===== src/rtl/mem_bus_pkg.sv =====
// mem_bus_pkg: shared state encoding, region decode and default
// strobe timing for the external EEPROM/SRAM bus controller.
package mem_bus_pkg;

  typedef enum logic [2:0] {
    IDLE,
    SETUP,
    STROBE,
    HOLD,
    RESP
  } state_e;

  localparam int ROM_SEL_BIT = 19;
  localparam int ROM_ADDR_W  = 15;
  localparam int RAM_ADDR_W  = 19;
  localparam int CNT_W       = 4;

  localparam int DEF_SETUP_CYC = 1;
  localparam int DEF_RD_CYC    = 2;
  localparam int DEF_WR_CYC    = 2;
  localparam int DEF_HOLD_CYC  = 1;

  function automatic logic [RAM_ADDR_W-1:0] bus_addr(
    input logic [19:0] a
  );
    if (a[ROM_SEL_BIT]) return a[RAM_ADDR_W-1:0];
    return {{(RAM_ADDR_W-ROM_ADDR_W){1'b0}},
            a[ROM_ADDR_W-1:0]};
  endfunction

endpackage


===== src/rtl/mem_bus_ctrl_arb.sv =====
// mem_rr_arb2: two-way round-robin arbiter; the pointer holds the
// port granted last, so a contended grant goes to the other one.
module mem_rr_arb2 (
  input  logic clk_i,
  input  logic rst_i,
  input  logic req0_i,
  input  logic req1_i,
  input  logic accept_i,
  output logic gnt_valid_o,
  output logic gnt_o
);

  logic last_q;

  // Grant the sole requester, or the port not served last.
  always_comb begin
    gnt_valid_o = req0_i | req1_i;
    if (req0_i && req1_i) gnt_o = ~last_q;
    else                  gnt_o = req1_i;
  end

  // Remember the port served by the accepted request.
  always_ff @(posedge clk_i or posedge rst_i) begin
    if (rst_i)         last_q <= 1'b0;
    else if (accept_i) last_q <= gnt_o;
  end

endmodule


===== src/rtl/mem_bus_ctrl.sv =====
// mem_bus_ctrl: two-port sequencer for the shared EEPROM/SRAM bus.
// Optional MEMCTL_ROM_WP_EN: port 0 ROM writes are refused (wp_err).
module mem_bus_ctrl
  import mem_bus_pkg::*;
#(
  parameter int SETUP_CYC = DEF_SETUP_CYC,
  parameter int RD_CYC    = DEF_RD_CYC,
  parameter int WR_CYC    = DEF_WR_CYC,
  parameter int HOLD_CYC  = DEF_HOLD_CYC
) (
  input  logic        clk,
  input  logic        rst,
  input  logic        req0_valid,
  input  logic        req0_write,
  input  logic [19:0] req0_addr,
  input  logic [7:0]  req0_wdata,
  input  logic        req1_valid,
  input  logic        req1_write,
  input  logic [19:0] req1_addr,
  input  logic [7:0]  req1_wdata,
  output logic        req0_ready,
  output logic        req1_ready,
  output logic        rsp0_valid,
  output logic        rsp1_valid,
  output logic [7:0]  rsp_rdata,
  output logic [18:0] mem_a,
  output logic [7:0]  mem_d_out,
  output logic        mem_d_oe,
  input  logic [7:0]  mem_d_in,
  output logic        rom_nce,
  output logic        ram_nce,
  output logic        mem_noe,
  output logic        mem_nwe,
`ifdef MEMCTL_ROM_WP_EN
  output logic        wp_err,
`endif
  output logic        busy
);

  state_e             state_q, state_d;
  logic [CNT_W-1:0]   cnt_q, cnt_d;
  logic               port_q, wr_q, rom_q;
  logic [18:0]        a_q;
  logic [7:0]         wd_q, rd_q;
  logic               gnt_valid, gnt, accept;
  logic               wp_hit, last_cyc;
  logic [19:0]        sel_addr;
  logic               sel_wr;
  logic [7:0]         sel_wd;

  mem_rr_arb2 u_arb (
    .clk_i       (clk),
    .rst_i       (rst),
    .req0_i      (req0_valid),
    .req1_i      (req1_valid),
    .accept_i    (accept),
    .gnt_valid_o (gnt_valid),
    .gnt_o       (gnt)
  );

  assign accept   = (state_q == IDLE) && gnt_valid;
  assign sel_addr = gnt ? req1_addr  : req0_addr;
  assign sel_wr   = gnt ? req1_write : req0_write;
  assign sel_wd   = gnt ? req1_wdata : req0_wdata;
  assign last_cyc = (cnt_q == CNT_W'(1));

`ifdef MEMCTL_ROM_WP_EN
  logic wp_q;
  assign wp_hit = !gnt && sel_wr && !sel_addr[ROM_SEL_BIT];
  assign wp_err = (state_q == RESP) && wp_q;

  // Flag a refused ROM write so RESP can report it.
  always_ff @(posedge clk or posedge rst) begin
    if (rst)         wp_q <= 1'b0;
    else if (accept) wp_q <= wp_hit;
  end
`else
  assign wp_hit = 1'b0;
`endif

  // State and phase counter register.
  always_ff @(posedge clk or posedge rst) begin
    if (rst) begin
      state_q <= IDLE;
      cnt_q   <= '0;
    end else begin
      state_q <= state_d;
      cnt_q   <= cnt_d;
    end
  end

  // Phase sequencing; the counter reloads on each phase entry.
  always_comb begin
    state_d = state_q;
    cnt_d   = cnt_q;
    unique case (state_q)
      IDLE: begin
        if (accept) begin
          if (wp_hit) begin
            state_d = RESP;
          end else begin
            state_d = SETUP;
            cnt_d   = CNT_W'(SETUP_CYC);
          end
        end
      end
      SETUP: begin
        if (last_cyc) begin
          state_d = STROBE;
          cnt_d   = wr_q ? CNT_W'(WR_CYC)
                         : CNT_W'(RD_CYC);
        end else begin
          cnt_d = cnt_q - CNT_W'(1);
        end
      end
      STROBE: begin
        if (last_cyc) begin
          state_d = HOLD;
          cnt_d   = CNT_W'(HOLD_CYC);
        end else begin
          cnt_d = cnt_q - CNT_W'(1);
        end
      end
      HOLD: begin
        if (last_cyc) state_d = RESP;
        else          cnt_d   = cnt_q - CNT_W'(1);
      end
      RESP:    state_d = IDLE;
      default: state_d = IDLE;
    endcase
  end

  // Latch the granted request; capture read data on the last nOE cycle.
  always_ff @(posedge clk or posedge rst) begin
    if (rst) begin
      port_q <= 1'b0;
      wr_q   <= 1'b0;
      rom_q  <= 1'b0;
      a_q    <= '0;
      wd_q   <= '0;
      rd_q   <= '0;
    end else begin
      if (accept) begin
        port_q <= gnt;
        wr_q   <= sel_wr;
        rom_q  <= !sel_addr[ROM_SEL_BIT];
        a_q    <= bus_addr(sel_addr);
        wd_q   <= sel_wd;
      end
      if (state_q == STROBE && !wr_q && last_cyc)
        rd_q <= mem_d_in;
    end
  end

  // Strobes, handshakes and responses decoded from the phase.
  always_comb begin
    rom_nce    = 1'b1;
    ram_nce    = 1'b1;
    mem_noe    = 1'b1;
    mem_nwe    = 1'b1;
    mem_d_oe   = 1'b0;
    req0_ready = 1'b0;
    req1_ready = 1'b0;
    rsp0_valid = 1'b0;
    rsp1_valid = 1'b0;
    unique case (state_q)
      IDLE: begin
        req0_ready = gnt_valid && !gnt;
        req1_ready = gnt_valid && gnt;
      end
      SETUP, HOLD: begin
        rom_nce  = !rom_q;
        ram_nce  = rom_q;
        mem_d_oe = wr_q;
      end
      STROBE: begin
        rom_nce  = !rom_q;
        ram_nce  = rom_q;
        mem_d_oe = wr_q;
        mem_noe  = wr_q;
        mem_nwe  = !wr_q;
      end
      RESP: begin
        rsp0_valid = !port_q;
        rsp1_valid = port_q;
      end
      default: ;
    endcase
  end

  assign mem_a     = a_q;
  assign mem_d_out = wd_q;
  assign rsp_rdata = rd_q;
  assign busy      = (state_q != IDLE);

endmodule


===== config.mk =====
export PLATFORM = sky130hd
export DESIGN_NAME = mem_bus_ctrl
export DESIGN_NICKNAME = d
export VERILOG_FILES = /design/src/rtl/mem_bus_pkg.sv /design/src/rtl/mem_bus_ctrl_arb.sv /design/src/rtl/mem_bus_ctrl.sv
export SDC_FILE = /design/constraint.sdc
export NUM_CORES = 1
export LEC_CHECK = 0
export ABC_AREA = 1
export BUFFER_PORTS_ARGS = -buffer_cell sky130_fd_sc_hd__buf_4
export CORE_ASPECT_RATIO = 0.7
export CORE_MARGIN = 1.5
export CORE_UTILIZATION = 49
export DETAILED_ROUTE_END_ITERATION = 12
export GPL_TIMING_DRIVEN = 0
export PLACE_DENSITY = 0.85
export SLEW_MARGIN = 40
export SYNTH_ARGS = -nofsm -noshare
export SYNTH_HDL_FRONTEND = slang
export SYNTH_SLANG_ARGS = --single-unit

===== constraint.sdc =====
create_clock -name clk -period 2.7 [get_ports clk]
set_input_delay 0.27 -clock clk [delete_from_list [all_inputs] [get_ports clk]]
set_output_delay 0.27 -clock clk [all_outputs]
set_load 0.05 [all_outputs]

==> results of run 1 <==
-- stage by stage --
step | setup slack (ns) | std cells
final | 0.644 | 467
after detailed placement | 0.977 | 458
after global placement | 0.763 | 457
after CTS | 0.644 | 467
after floorplan | 0.562 | 288
after global routing | 0.538 | 467
-- synth_stat cells, drive strengths merged --
cell type	instances	area, um^2
inv	15	56.3
o21bai	1	7.51
buf	9	52.6
ha	2	25.0
o21ai	59	295
or2	1	6.26
nand3	12	60.1
nor3	3	15.0
nor2	43	200
nand4	1	6.26
nand2	87	342
o22ai	1	6.26
clkbuf	4	15.0
xnor2	1	8.76
a21oi	3	15.0
a21boi	1	7.51
dfrtp	45	1130
-- cells by family after synthesis --
group / after synthesis / synth area share [%]
simple gates: 147 / 28.0
compound gates: 65 / 14.8
flops: 45 / 50.2
buf+inv: 28 / 5.52
fa+ha+maj: 2 / 1.11
xor+xnor: 1 / 0.390
-- state kept, by name, summed over array words and instances, names as in the netlist --
signal	cells
rsp_rdata	8
mem_d_out	8
cnt_q	4
state_q	3
mem_a	19
u_arb.last_q	1
wr_q	1
rom_q	1
-- power by group through the flow --
stage	sequential, uW	clock [uW]	combinational [uW]
after floorplan	2110	0	1150
after global placement	1230	0	2850
after detailed placement	1240	0	2920
after CTS	1240	600	2930
after global routing	1280	626	3130
final	1240	597	2920
-- what timing repair did --
item	in CTS	in global routing
buffers inserted	0	0
endpoints found under the hold margin	17	0
hold buffers	1	0
gates resized for setup	0	0
-- how the worst min path moves through the flow --
stage | cells past startpoint | endpoint
global placement | 2 | mem_a[18]
finish | 3 | rsp_rdata[1]
floorplan | 2 | rsp_rdata[0]
detailed placement | 2 | mem_a[12]
global route | 3 | rsp_rdata[6]
CTS | 3 | rsp_rdata[3]
-- worst max-delay path, cell delays in order (launching register included) --
cell	delay [ns]
dfrtp_1	0.49
nor2_4	0.18
nand2_2	0.10
nor2_4	0.14
inv_1	0.08
buf_2	0.18
nor2_1	0.11
buf_4	0.21
-- layer usage --
layer	track usage (%)	part of all wire, %	wire length (um)
met1	33.3	44	2800
met2	43.2	47	3010
met3	6.82	7.8	502
met4	8.90	1.6	100
met5	0	0	0
-- cells in the final DEF (no fill, tap or decap), types with 2 or more instances in the layout --
master,count
a21oi_1,3
buf_2,6
buf_4,117
bufinv_16,2
clkbuf_1,4
clkbuf_8,5
dfrtp_1,45
ha_1,2
inv_1,14
nand2_1,83
nand2_2,3
nand3_1,12
nor2_1,39
nor2_4,3
nor3_1,3
o21ai_0,34
o21ai_1,25
-- layout make-up --
cell class / instances / area share [%]
Sequential cell: 45 / 33.8
Multi-Input combinational cell: 215 / 29.8
Timing Repair Buffer: 116 / 26.6
Clock buffer: 5 / 2.06
Tap cell: 55 / 2.06
Buffer: 13 / 2.03
Clock inverter: 3 / 1.95
Inverter: 15 / 1.76
==> impl_metrics.py, run 1 <==
metrics = {
    "sta": {
        "finalHoldViolations": 0,
        "post-route-period-util_pct": 76.1,
        "whs_ns": 0.173,
        "setup_tns_ns": 0,
        "worst_clock_skew_ns": 0.00497,
        "min_period_ns": 2.06,
        "worst_slew_pin_slew_ns": 0.460,
        "setup_viol": 0,
        "slew_viol_final": 0,
        "fmax_mhz": 486,
        "rsz0062_at_grt": "no",
        "maxSlewHeadroom_pct": 69.3,
    },
    "routing": {
        "finalWirelength_um": 6420,
        "num_vias": 2414,
        "wl_per_cell_um": 13.7,
        "first_pass_iters": 4,
        "drtAntennaViolNets": 0,
        "drt_iter0_drc": 125,
        "viasPerCell": 5.17,
        "drcViolationCount": 0,
    },
    "place": {
        "place_area_mm2": 0.00319,
        "dp.final_hpwl_um": 4970,
        "numPortBuffers": 114,
        "place.gp.congestion": 0.933,
    },
    "clock_network": {
        "clockBufferDepth": 2,
        "cts_tree": "yes",
        "cts_htree_levels": 2,
        "path_clk_slew_ns": 0.09,
        "cts_root_buffer": "clkbuf_8",
        "clkSinkCount": 45,
        "cts_buffers": 5,
        "clk_latency_ns": 0.29,
    },
    "synthesis": {
        "synth_seq_cells": 45,
        "synth_area_per_cell_um2": 7.79,
        "yosysWarnings": 0,
        "syn_nets": 360,
        "synth_cells": 288,
        "synth.distinct_cells": 23,
        "netlist_area_mm2": 0.00224,
        "yosysSeqAreaShare_pct": 50.2,
    },
    "power_and_ir_drop": {
        "p_comb_share_pct": 61.3,
        "clkPwrFrac_pct": 12.6,
        "internal_power_uw": 2260,
        "peakVddDrop_mv": 0.970,
        "seqPwrFrac_pct": 26.1,
        "netSwitchingPower_uw": 2500,
        "p_per_area_mw_per_mm2": 1420,
        "p_sw_share_pct": 52.5,
        "p_leak_uw": 0.00176,
        "power_uw": 4750,
    },
    "critical_path": {
        "ff2ff_path_depth": 7,
        "endpoint": "req0_ready",
        "setup.worst_path.end_class": "output port",
        "required_ns": 2.43,
        "r2r_slack_ns": 1.25,
        "worstReg2RegStart": "state_q[1]",
        "timing_worst_setup_path_type": "flop to output port",
        "critPathArrivalTime_ns": 1.79,
        "crit_fanout": 10,
        "startpoint": "state_q[1]",
        "r2r-end": "mem_d_out[6]",
        "setup.worst_path.start_class": "flop",
    },
    "final_layout": {
        "final_core_util_pct": 76.2,
        "finish.instance_area_mm2": 0.00334,
        "drive_above_1_share_pct": 34.5,
        "layout.nets": 483,
        "seq_area_mm2": 0.00113,
        "area_growth_pct": 48.6,
        "nFillCells": 335,
        "multi_input_area_um2": 995,
        "num_antenna_cells": 0,
    },
    "floorplan": {
        "core-area_mm2": 0.00438,
        "die-height_um": 59.6,
        "ios": 115,
        "die_x_um": 83.9,
        "start_util_pct": 51.3,
        "die-area_mm2": 0.00500,
        "num_rows": 20,
    },
    "global_routing": {
        "grt_usage_pct": 25.8,
        "overflow": 0,
        "grt_max_degree": 29,
        "antenna_found_initial": 0,
        "grt_pass1_wl_um": 10200,
        "grt_pass1_vias": 2276,
    },
    "run": {
        "drv_cap": 0,
    },
    "status": {
        "status": "finished clean",
    },
    "min_path": {
        "hold_class": "input pin to flop",
        "worstHoldStart": "mem_d_in[1]",
    },
}
(Power assumes the default switching activity.)
==> run 2: changes to the inputs <==
--- a/config.mk
+++ b/config.mk
@@ -9,10 +9,10 @@
 export BUFFER_PORTS_ARGS = -buffer_cell sky130_fd_sc_hd__buf_4
 export CORE_ASPECT_RATIO = 0.7
 export CORE_MARGIN = 1.5
-export CORE_UTILIZATION = 49
+export CORE_UTILIZATION = 41
 export DETAILED_ROUTE_END_ITERATION = 12
 export GPL_TIMING_DRIVEN = 0
-export PLACE_DENSITY = 0.85
+export PLACE_DENSITY = 0.76
 export SLEW_MARGIN = 40
 export SYNTH_ARGS = -nofsm -noshare
 export SYNTH_HDL_FRONTEND = slang
==> constraint.sdc (replaced) <==
create_clock -name clk -period 1.8 [get_ports clk]
set_input_delay 0.18 -clock clk [delete_from_list [all_inputs] [get_ports clk]]
set_output_delay 0.18 -clock clk [all_outputs]
set_load 0.05 [all_outputs]
==> run 2 against run 1 <==
- utilization shrank 12 points
- global-route usage shrank 2.2 points
- sequential share of layout area shrank 0.55 points
- critical path type unchanged
==> impl_metrics.py, run 2 (synthesized netlist as in run 1, its figures left out) <==
metrics = {
    "power_and_ir_drop": {
        "p_sw_share_pct": 52.8,
        "clkPwrFrac_pct": 11.1,
        "internal_power_uw": 3380,
        "seqPwrFrac_pct": 25.4,
        "p_per_area_mw_per_mm2": 2110,
        "netSwitchingPower_uw": 3780,
        "p_comb_share_pct": 63.4,
        "p_leak_uw": 0.00178,
        "peakVddDrop_mv": 0.899,
    },
    "critical_path": {
        "crit_fanout": 10,
        "ff2ff_path_depth": 8,
        "critPathArrivalTime_ns": 1.54,
        "setup.worst_path.end_class": "output port",
        "required_ns": 1.62,
        "timing_worst_setup_path_type": "flop to output port",
        "setup.worst_path.start_class": "flop",
    },
    "global_routing": {
        "grt_usage_pct": 23.7,
        "overflow": 0,
        "top_usage_layer": "met2",
        "grtUsageMet2_pct": 38.8,
        "use_met1_pct": 31.8,
        "grt_pass1_vias": 2308,
        "antenna_found_initial": 0,
        "grt_max_degree": 34,
        "grt_pass1_wl_um": 11000,
        "grtUsageMet3_pct": 5.99,
    },
    "routing": {
        "num_vias": 2427,
        "finalWirelength_um": 6760,
        "drt_iter0_drc": 83,
        "drtAntennaViolNets": 0,
        "drcViolationCount": 0,
        "viasPerCell": 4.97,
        "first_pass_iters": 5,
        "wl_per_cell_um": 13.9,
    },
    "floorplan": {
        "num_rows": 22,
        "core-area_mm2": 0.00526,
        "die-area_mm2": 0.00593,
        "die_x_um": 91.4,
        "start_util_pct": 42.7,
        "die-height_um": 64.9,
        "ios": 115,
    },
    "clock_network": {
        "clk_latency_ns": 0.29,
        "path_clk_slew_ns": 0.08,
        "cts_tree": "yes",
        "cts_htree_levels": 2,
        "cts_root_buffer": "clkbuf_8",
        "clockBufferDepth": 2,
        "clkSinkCount": 45,
        "cts_buffers": 5,
    },
    "final_layout": {
        "finish.instance_area_mm2": 0.00340,
        "largest_register_ff_count": 19,
        "final_common_cell": "buf_4",
        "drive_above_1_share_pct": 36.8,
        "area_growth_pct": 51.4,
        "final_core_util_pct": 64.6,
        "num_antenna_cells": 0,
        "most-common-layout-cells": "120 x buf_4, 83 x nand2_1, 43 x dfrtp_1",
        "layout.nets": 487,
    },
    "sta": {
        "fmax_mhz": 582,
        "finalHoldViolations": 0,
        "min_period_ns": 1.72,
        "setup_viol": 0,
        "slew_viol_final": 0,
        "rsz0062_at_grt": "no",
        "maxSlewHeadroom_pct": 69.1,
        "worst_slew_pin_slew_ns": 0.463,
        "worst_clock_skew_ns": 0.00483,
        "post-route-period-util_pct": 95.5,
    },
    "place": {
        "place.gp.congestion": 0.900,
        "place_area_mm2": 0.00322,
        "dp.final_hpwl_um": 5130,
        "numPortBuffers": 114,
    },
    "min_path": {
        "hold_class": "input pin to flop",
        "holdPathStages": 3,
    },
    "status": {
        "status": "finished clean",
    },
    "run": {
        "drv_cap": 0,
    },
}
[run 2: changes by cell type in the layout (fill, tap and decap cells not counted), moves of 2 or more]
cell and delta:
buf_4 +3, dfrtp_2 +2, nor2_1 -3, dfrtp_1 -2, nor2_2 +3, inv_1 -2
buf_6 +2
[run 2: final cells by class]
type / instances / area (um^2)
plain buffers: 13 / 75.1
clock buffers: 7 / 86.3
clock inverters: 1 / 30.0
fillers: 469 / 1860
inverters: 15 / 61.3
multi-input cells: 215 / 1010
flip-flops and latches: 45 / 1130
well taps: 72 / 90.1
repair buffers: 120 / 920
[run 2: repair_timing]
item	in CTS	in global routing
endpoints found under the setup margin	2	2
pin swaps	1	2
hold buffers	1	0
setup buffers	3	1
hold endpoints to repair	12	0
gates resized for setup	6	6
[run 2: metrics by stage]
step	hold WS [ns]	setup WS (ns)	total power [uW]	TNS, ns	std cells
floorplan	0.297	-0.0333	4900	-0.0942	288
global placement	0.384	-0.0793	6150	-3.46	474
detailed placement	0.115	0.176	6250	0	475
CTS	0.0830	0.0167	7130	0	487
global route	0.0696	0.0137	7610	0	488
finish	0.0892	0.0817	7160	0	488
[run 2: worst paths after layout]
path                                 to  slack (ns)    startpoint
max                          req0_ready        0.08    state_q[0]
min reg2reg                   mem_a[15]        0.50     mem_a[15]
min in group asynchronous  rsp_rdata[4]        0.37           rst
max in group asynchronous    state_q[0]        1.00           rst
max reg2reg                   mem_a[15]        0.37  u_arb.last_q
min                        rsp_rdata[7]        0.09   mem_d_in[7]
[run 2: power by group through the flow]
stage | Sequential [uW] | Combinational [uW] | Clock, uW
floorplan | 3170 | 1730 | 0
global placement | 1840 | 4310 | 0
detailed placement | 1850 | 4400 | 0
CTS | 1810 | 4510 | 804
global route | 1870 | 4880 | 867
finish | 1820 | 4540 | 795
[run 2: critical path, cell delays in order, from the launching register on]
cell and delay [ns]:
dfrtp_2 0.44, nor2_4 0.18, nand2_4 0.08, nor2_4 0.12, inv_2 0.05, buf_6 0.14, nor2_2 0.09, buf_6 0.16
[run 2: metal layers]
metal / vias up / part of all wire (%)
met2: 97 / 48
met4: 0 / 0.96
met3: 6 / 7.6
met1: 1139 / 44
met5: - / 0
li1: 1185 / -
==> run 3: changes to the inputs <==
--- a/config.mk
+++ b/config.mk
@@ -13,7 +13,9 @@
 export DETAILED_ROUTE_END_ITERATION = 12
 export GPL_TIMING_DRIVEN = 0
 export PLACE_DENSITY = 0.76
+export RECOVER_POWER = 100
 export SLEW_MARGIN = 40
 export SYNTH_ARGS = -nofsm -noshare
 export SYNTH_HDL_FRONTEND = slang
+export SYNTH_HIERARCHICAL = 1
 export SYNTH_SLANG_ARGS = --single-unit
==> run 3 against run 2 <==
- utilization decreased by 1.4 points
- non-clock buffer count rose by 7
- sequential share of layout area is 0.96 points higher
- via count shrank 2.3%
- cell count grew 2.0%
- critical endpoint unchanged
- largest power group unchanged
==> impl_metrics.py, run 3 <==
metrics = {
    "synthesis": {
        "synth_commonest_cells": "123 x nand2_1, 46 x dfrtp_1, 31 x nand3_1",
        "syn_nets": 359,
        "synth.distinct_cells": 27,
        "synth_area_per_cell_um2": 8.10,
        "yosysWarnings": 6,
        "yosys.area.top_type": "dfrtp_1",
        "synth.most_common_cell": "nand2_1",
        "synth_edf_count": 0,
        "async_reset_ff_share_pct": 100,
        "synth_cells": 287,
        "synth_top_area_share_pct": 49.5,
        "yosysSeqAreaShare_pct": 49.5,
        "synthFlopType": "dfrtp_1",
        "netlist_area_mm2": 0.00233,
        "synthTopCellsByArea": "dfrtp_1 49%, nand2_1 20%, nand3_1 6.7%",
        "synth_seq_cells": 46,
    },
    "sta": {
        "worst_clock_skew_ns": 0.00860,
        "finalHoldViolations": 0,
        "min_period_ns": 1.72,
        "fmax_mhz": 580,
        "setup_ws_ns": 0.0758,
        "maxSlewHeadroom_pct": 44.4,
        "rsz0062_at_grt": "no",
        "worst_slew_pin_slew_ns": 0.834,
        "slew_viol_final": 0,
        "post-route-period-util_pct": 95.8,
        "setup_viol": 0,
    },
    "power_and_ir_drop": {
        "p_leak_uw": 0.00175,
        "p_per_area_mw_per_mm2": 2010,
        "peakVddDrop_mv": 0.955,
    },
    "critical_path": {
        "crit_fanout": 9,
        "r2r_slack_ns": 0.14,
        "setup.worst_path.start_class": "flop",
        "critPathArrivalTime_ns": 1.54,
        "path_buf_inv": 3,
        "path_delay_family": "flip-flops",
        "setup.worst_path.end_class": "output port",
        "timing_worst_setup_path_type": "flop to output port",
        "slowest_stage": "dfrtp_2",
        "path_cells": "inv_2, nand2_2, nor2_4, nand2_4, nor2_8, buf_8, buf_8",
        "required_ns": 1.62,
        "max_stage_delay_ns": 0.45,
        "path_common_cell": "buf_8",
    },
    "floorplan": {
        "core-area_mm2": 0.00534,
        "num_rows": 22,
        "die-area_mm2": 0.00614,
        "start_util_pct": 43.6,
        "ios": 115,
        "die-height_um": 66.0,
        "die_x_um": 93.0,
    },
    "clock_network": {
        "cts_root_buffer": "clkbuf_8",
        "path_clk_slew_ns": 0.09,
        "clockBufferDepth": 2,
        "cts_buffers": 5,
        "clk_latency_ns": 0.30,
        "clkSinkCount": 46,
        "cts_tree": "yes",
        "cts_htree_levels": 2,
    },
    "global_routing": {
        "grt_usage_pct": 21.4,
        "grt_max_degree": 39,
        "grt_pass1_wl_um": 10200,
        "overflow": 0,
        "antenna_found_initial": 0,
        "grt_pass1_vias": 2299,
    },
    "place": {
        "place_ws_ns": 0.0411,
        "place_area_mm2": 0.00329,
        "dp.final_hpwl_um": 4650,
        "place.gp.congestion": 0.879,
        "numPortBuffers": 114,
    },
    "routing": {
        "finalWirelength_um": 6340,
        "first_pass_iters": 4,
        "drtAntennaViolNets": 0,
        "drcViolationCount": 0,
        "viasPerCell": 4.76,
        "wl_per_cell_um": 12.7,
        "num_vias": 2371,
        "drt_iter0_drc": 71,
    },
    "min_path": {
        "hold_class": "input pin to flop",
    },
    "run": {
        "drv_cap": 0,
    },
    "final_layout": {
        "drive_above_1_share_pct": 30.8,
        "final_common_cell": "nand2_1",
        "num_antenna_cells": 0,
        "finish.instance_area_mm2": 0.00338,
        "layout.nets": 497,
        "most-common-layout-cells": "123 x nand2_1, 84 x buf_4, 44 x dfrtp_1",
        "largest_register_ff_count": 19,
        "area_growth_pct": 45.1,
    },
    "status": {
        "status": "finished clean",
    },
}
run 3: cell families (layout without fill, tap and decap cells):
| kind of cell | Yosys count | in the layout | synth area share [%] |
|---|---|---|---|
| AOI/OAI and AO/OA | 21 | 21 | 4.84 |
| xor gates and xnor gates | 1 | 1 | 0.377 |
| adders and majority gates | 2 | 2 | 1.08 |
| buffers and inverters | 28 | 167 | 7.37 |
| DFF | 46 | 46 | 49.5 |
| muxes | 4 | 4 | 1.72 |
| and+or+nand+nor | 185 | 185 | 35.1 |
run 3: repair_timing:
item,CTS,global route
hold endpoints to repair,46,0
hold buffers,1,0
buffers inserted,7,8
resized for setup,4,6
pin swaps,2,2
endpoints found under the setup margin,3,4
run 3: final timing paths:
check,start,to,cells past startpoint
max,state_q[0],req0_ready,7
min,mem_d_in[5],rsp_rdata[5],3
max reg2reg,state_q[0],wr_q,9
min reg2reg,mem_a[15],mem_a[15],2
max in group asynchronous,rst,state_q[0],4
min in group asynchronous,rst,u_arb/last_q,3
run 3: through the flow:
stage               util (%)  total power [uW]  cells  hold slack, ns  TNS [ns]
floorplan                  -              4930    287         -0.0913   -0.0101
finish                  63.2              6790    498          0.0663         0
global route            63.2              7240    498          0.0592         0
CTS                     65.2              7130    490          0.0617         0
detailed placement      61.7              6230    474          0.0507         0
global placement        61.3              6140    473          0.0343     -5.33
run 3: where the power goes:
| part | internal, uW | total, uW | switching [uW] | leakage, uW |
|---|---|---|---|---|
| clock network | 413 | 782 | 369 | 0.0000504 |
| logic | 1140 | 4170 | 3030 | 0.00113 |
| registers | 1530 | 1840 | 315 | 0.000565 |
run 3: layout make-up:
cell class	count	area, um^2
multi-input combinational	213	1010
buffer	9	90.1
tap	72	90.1
clock inverter	3	45.0
inverter	19	72.6
fill	526	1960
sequential	46	1150
clock buffer	5	68.8
timing repair buffer	131	845
run 3: worst min-delay path: stages:
cell and delay (ns):
buf_4 0.08, nand2_1 0.04, nand2_1 0.05
run 3: layer usage:
metal  up-vias  part of all wire (%)  track usage, %
met3         6                   7.2            7.01
met1      1107                    46            26.7
met4         0                  0.99            5.68
li1       1176                     -               -
met2        82                    46            36.0
met5         -                     0               0
